File: config.mk
export PLATFORM = sky130hd
export DESIGN_NAME = if_stage
export DESIGN_NICKNAME = d
export VERILOG_FILES = /design/src/rtl/cpu_pkg.sv /design/src/rtl/pc_mux.sv /design/src/rtl/if_stage.sv
export SDC_FILE = /design/constraint.sdc
export NUM_CORES = 1
export LEC_CHECK = 0
export CAP_MARGIN = 20
export CORE_ASPECT_RATIO = 0.8
export CORE_UTILIZATION = 60
export DETAILED_ROUTE_END_ITERATION = 16
export DONT_BUFFER_PORTS = 1
export PLACE_DENSITY_LB_ADDON = 0.3
export SLEW_MARGIN = 20
export SYNTH_ARGS = -nofsm -noshare
export SYNTH_HDL_FRONTEND = slang
export SYNTH_SLANG_ARGS = --single-unit
File: constraint.sdc
create_clock -name clk -period 5.4 [get_ports clk]
set_input_delay 0.81 -clock clk [delete_from_list [all_inputs] [get_ports clk]]
set_output_delay 0.81 -clock clk [all_outputs]
set_load 0.01 [all_outputs]
File: src/rtl/cpu_pkg.sv
`default_nettype none
// +----------------------------------------------------------------------+
// | cpu_pkg: shared constants and PC-source encoding for the CPU core.   |
// | Revision: 1.0                                                        |
// +----------------------------------------------------------------------+
package cpu_pkg;

    localparam logic [31:0] RESET_PC  = 32'h8000_0000;
    localparam logic [31:0] ILLOP_PC  = 32'h8000_0004;
    localparam logic [31:0] XADR_PC   = 32'h8000_0008;
    localparam logic [31:0] NOP_INSTR = 32'h0000_0000;

    typedef enum logic [2:0] {
        SEQ    = 3'd0,
        BRANCH = 3'd1,
        JUMP   = 3'd2,
        JREG   = 3'd3,
        IRQ    = 3'd4,
        EXC    = 3'd5,
        HOLD   = 3'd6
    } pc_src_t;

    // Bit 31 is the supervisor bit, so the increment carry must stop at bit 30.
    function automatic logic [31:0] pc_inc(input logic [31:0] pc);
        return {pc[31], pc[30:0] + 31'd4};
    endfunction

endpackage
`default_nettype wire

File: src/rtl/pc_mux.sv
`default_nettype none
// +----------------------------------------------------------------------+
// | pc_mux: prioritised next-PC selection for the fetch stage.           |
// | Revision: 1.0                                                        |
// +----------------------------------------------------------------------+
module pc_mux #(
    parameter logic [31:0] ILLOP_PC = cpu_pkg::ILLOP_PC,
    parameter logic [31:0] XADR_PC  = cpu_pkg::XADR_PC
) (
    input  logic               i_branch_taken,
    input  logic [31:0]        i_branch_target,
    input  logic               i_except,
    input  logic               i_jump,
    input  logic               i_jump_reg,
    input  logic [25:0]        i_jump_target,
    input  logic [31:0]        i_jr_target,
    input  logic [3:0]         i_jump_region,
    input  logic               i_stall,
    input  logic               i_irq_take,
    input  logic [31:0]        i_pc,
    output cpu_pkg::pc_src_t   o_src,
    output logic [31:0]        o_next_pc
);
    import cpu_pkg::*;

    logic [31:0] w_pc_plus4;

    assign w_pc_plus4 = pc_inc(i_pc);

    always_comb begin
        o_src     = SEQ;
        o_next_pc = w_pc_plus4;
        if (i_branch_taken) begin
            o_src     = BRANCH;
            o_next_pc = i_branch_target;
        end else if (i_except) begin
            o_src     = EXC;
            o_next_pc = XADR_PC;
        end else if (i_jump && i_jump_reg) begin
            o_src     = JREG;
            o_next_pc = i_jr_target;
        end else if (i_jump) begin
            o_src     = JUMP;
            o_next_pc = {i_jump_region, i_jump_target, 2'b00};
        end else if (i_stall) begin
            o_src     = HOLD;
            o_next_pc = i_pc;
        end else if (i_irq_take) begin
            o_src     = IRQ;
            o_next_pc = ILLOP_PC;
        end
    end

endmodule
`default_nettype wire

File: src/rtl/if_stage.sv
`default_nettype none
// +----------------------------------------------------------------------+
// | if_stage: PC register, IF/ID pipeline register and interrupt slot.   |
// | Revision: 1.0                                                        |
// +----------------------------------------------------------------------+
module if_stage #(
    parameter logic [31:0] RESET_PC = cpu_pkg::RESET_PC,
    parameter logic [31:0] ILLOP_PC = cpu_pkg::ILLOP_PC,
    parameter logic [31:0] XADR_PC  = cpu_pkg::XADR_PC
) (
    input  logic        clk,
    input  logic        reset,
    input  logic        irq,
    input  logic        stall,
    input  logic        except,
    input  logic        jump,
    input  logic        jump_reg,
    input  logic [25:0] jump_target,
    input  logic [31:0] jr_target,
    input  logic        branch_taken,
    input  logic [31:0] branch_target,
    output logic [31:0] imem_addr,
    input  logic [31:0] imem_rdata,
    output logic [31:0] id_instr,
    output logic [31:0] id_pc_plus4,
    output logic        id_irq
);
    import cpu_pkg::*;

    logic [31:0] r_pc;
    logic        r_irq_pending;
    logic [31:0] r_id_instr;
    logic [31:0] r_id_pc_plus4;
    logic        r_id_irq;

    logic [31:0] w_pc_plus4;
    logic        w_irq_take;
    logic        w_user_mode;
    pc_src_t     w_src;
    logic [31:0] w_next_pc;

    assign w_pc_plus4  = pc_inc(r_pc);
    assign w_user_mode = ~r_pc[31];
    assign w_irq_take  = r_irq_pending & w_user_mode;

    pc_mux #(
        .ILLOP_PC (ILLOP_PC),
        .XADR_PC  (XADR_PC)
    ) u_pc_mux (
        .i_branch_taken  (branch_taken),
        .i_branch_target (branch_target),
        .i_except        (except),
        .i_jump          (jump),
        .i_jump_reg      (jump_reg),
        .i_jump_target   (jump_target),
        .i_jr_target     (jr_target),
        .i_jump_region   (r_id_pc_plus4[31:28]),
        .i_stall         (stall),
        .i_irq_take      (w_irq_take),
        .i_pc            (r_pc),
        .o_src           (w_src),
        .o_next_pc       (w_next_pc)
    );

    always_ff @(posedge clk) begin
        if (reset) begin
            r_pc          <= RESET_PC;
            r_irq_pending <= 1'b0;
            r_id_instr    <= NOP_INSTR;
            r_id_pc_plus4 <= 32'h0;
            r_id_irq      <= 1'b0;
        end else begin
            r_pc <= w_next_pc;

            // Launching the slot consumes the request even if irq is still high.
            if (w_src == IRQ) begin
                r_irq_pending <= 1'b0;
            end else if (irq && w_user_mode) begin
                r_irq_pending <= 1'b1;
            end

            case (w_src)
                BRANCH, EXC, JREG, JUMP: begin
                    r_id_instr    <= NOP_INSTR;
                    r_id_pc_plus4 <= 32'h0;
                    r_id_irq      <= 1'b0;
                end
                HOLD: begin
                    r_id_instr    <= r_id_instr;
                    r_id_pc_plus4 <= r_id_pc_plus4;
                    r_id_irq      <= r_id_irq;
                end
                IRQ: begin
                    // The current PC is the return address; its fetched word is dropped.
                    r_id_instr    <= NOP_INSTR;
                    r_id_pc_plus4 <= r_pc;
                    r_id_irq      <= 1'b1;
                end
                default: begin
                    r_id_instr    <= imem_rdata;
                    r_id_pc_plus4 <= w_pc_plus4;
                    r_id_irq      <= 1'b0;
                end
            endcase
        end
    end

    assign imem_addr   = r_pc;
    assign id_instr    = r_id_instr;
    assign id_pc_plus4 = r_id_pc_plus4;
    assign id_irq      = r_id_irq;

endmodule
`default_nettype wire

==> impl_results.md <==
* Status: finished clean
* Non-filler cells, final at 723
* Fin crit period at 2460 ps
* RSZ-0062 raised after global routing: no
* Synthesized Nets at 786
* Share of total power in the clock network at 0.340
* Endpoints failing setup at 0
* Overall die width at 108 um
* Register bit total from synthesis at 98
* Post-route ant nets at 0
* Initial antenna violation count at 0
* Overflow after GRT at 0
* Boundary Pins at 227
* CTS H-tree depth at 3
* Netlist cell types at 60
* Crit share post-route at 0.456
* Max-slew headroom at 0.437
* Internal power at 0.000991 W
* Cell taking the most area after synthesis: dfxtp_1
* Synthesized cell area at 5410 um2
* Setup Skew at 10.3 ps
* Leakage Power at 1.91 nW
* Yosys top cell area share at 0.363
* Mapped Cells at 655
* FP Rows at 30
* Fmax at 406 MHz
* Power per Cell Area at 255 nW/um2
* Hold crit path type: input port to flip-flop
* Top-count cell post-synth: dfxtp_1
* Postcts setup bufs at 0
* Max Slew Vio Count at 0
* DRT iter0 DRCs at 512
* Core box area at 8600 um2
* Main synth FF type: dfxtp_1
* Async S/R FF share, synth at 0
* WL per Instance at 21.6 um
* DP HPWL at 10600 um
* Buffer levels on the longest clock path at 2
* Comb power frac at 0.087
* Vias in the first global route at 4625
* Syn avg cell area at 8.26 um2
* Total CTS buffers at 9
* # diodes at 0
* Register area share after synthesis at 0.363
* Drt total wl at 15600 um
* NetSw at 0.000400 W
* Largest fanout on the critical path at 11
* Max-cap violation count at 0
* Placer Congestion at 0.899
* Core Util, Final at 0.635
* First-pass DRT Iterations at 5
* CTS Hold Buffers Added at 0
* Share of post-route cells with drive strength above 1 at 0.0802
* Worst vdd ir at 0.000139 V
* Worst slew pin tran at 842 ps
* Sequential power share at 0.572
* Worst EP required at 5670 ps
* CP Data Arrival Time at 2730 ps
* Sink Count at 98
* Place WS at 2840 ps
* Starting density of the core at 0.629
* P&R area growth vs syn at 0.902%
* TritonCTS clock tree: built
* Total power draw at 0.00139 W
* Layout Nets at 737
* Worst skew pair latency at 380 ps
* Most instantiated cells after synthesis: 98 x dfxtp_1, 77 x nor2_1, 61 x a21oi_1
* Die height at 86.9 um
* Post-CTS resize count at 0
* Startpoint types: flip-flop
* GR Util All Layers at 0.330
* First-pass GRT wire length at 23900 um
* Avg Vias per Cell at 6.91
* Setup Crit Path Kind: flip-flop to flip-flop
* Placed cell count at 707
* Post-synth EDFFs at 0
* Die area at 9400 um2
* # DRC at 0
* Port Buffer Count at 0
* Via count at 4996
* Sw frac at 0.288
* CTS root buffer: clkbuf_8
* Ys Warns at 0
* Setup ws final at 2940 ps
* Synth top area cells: dfxtp_1 36%, a21oi_1 5.6%, mux2i_1 5.6%, nor2_1 5.3%, a22oi_1 4.9%
* Fill cells at 736
* Fin Setup TNS at 0 ps
* Pin count of the biggest net entering global routing at 61
* Clock transition at the registers of the reported paths at 110 ps
* Final Hold Fails at 0
* Setup crit end kind: flip-flop
[kinds of logic after synthesis]
| logic type | after synthesis | synth area share |
|---|---|---|
| mux | 33 | 0.0618 |
| buf+inv | 69 | 0.0643 |
| simple gates | 227 | 0.230 |
| fa+ha+maj | 1 | 0.00231 |
| xor+xnor | 30 | 0.0486 |
| compound gates | 197 | 0.230 |
| flops | 98 | 0.363 |
[sequential cells by signal, summed over array words and instances (netlist names)]
name,flops
id_instr,32
imem_addr,32
id_pc_plus4,32
id_irq,1
r_irq_pending,1
[worst max-delay path, stage by stage, from the launching register on]
cell and delay, ps:
dfxtp_1 530, ha_1 280, and3_1 390, nand3_2 330, or3_1 450, a311o_1 360
[worst paths after layout]
kind                            depth (start not counted)                     endpoint  slack [ps]                   startpoint
worst max-delay path                                    5   imem_addr[30]$_SDFFE_PP0P_        2940    imem_addr[2]$_SDFFE_PP0P_
worst min-delay path                                    1    imem_addr[3]$_SDFFE_PP0P_         490                        reset
worst max register to register                          5   imem_addr[30]$_SDFFE_PP0P_        2940    imem_addr[2]$_SDFFE_PP0P_
worst min register to register                          2  id_pc_plus4[2]$_SDFFE_PP0P_         530  id_pc_plus4[2]$_SDFFE_PP0P_
[final cells by class]
type,instances,area [um2],area share
repair buffers,4,30.0,0.00550
well taps,112,140,0.0257
flip-flops and latches,98,1960,0.360
inverters,5,18.8,0.00344
multi-input cells,488,3110,0.570
clock inverters,6,57.6,0.0105
clock buffers,10,138,0.0252
[power by group through the flow]
stage / Sequential, W / Combinational, W / Clock [W]
floorplan: 0.000791 / 0.000129 / 0
global placement: 0.000811 / 0.000115 / 0
detailed placement: 0.000812 / 0.000119 / 0
CTS: 0.000795 / 0.000120 / 0.000476
global route: 0.000801 / 0.000135 / 0.000507
finish: 0.000796 / 0.000121 / 0.000473
[cells in the final DEF, fill, tap and decap left out, drive strengths merged, types with 3 or more instances in the layout]
cell type  synthesis  final
clkbuf            31     10
xnor2             22     22
and4               5      5
o22ai              3      3
nor3              17     17
o21ai             52     52
and3               4      4
nor4              15     15
nor2b              3      3
nand4             12     12
or4                4      4
and2               4      4
mux2i             30     30
o311ai             5      5
buf               33      4
clkinv             0      4
nand2             47     47
a21oi             61     61
xor2               8      8
a211o              3      3
mux2               3      3
nor2              78     78
or3                7      7
o221a              3      3
nand3             24     24
o31ai              6      6
a22oi             35     35
inv                5      7
a32o               5      5
a31oi              5      5
dfxtp             98     98
a221oi             8      8
[routing by layer]
| metal | vias up | routed length, um | GRT usage |
|---|---|---|---|
| met5 | - | 0 | 0 |
| met4 | 0 | 255 | 0.103 |
| li1 | 2299 | - | - |
| met1 | 2378 | 6220 | 0.426 |
| met3 | 27 | 1770 | 0.0995 |
| met2 | 292 | 7350 | 0.528 |
[stage by stage]
stage	hold WS, ps	instance area [um2]
final	491	5460
after global routing	467	5460
after CTS	481	5460
after detailed placement	518	5260
after global placement	514	5260
after floorplan	476	5410
Power figures use the tool's default switching activity.
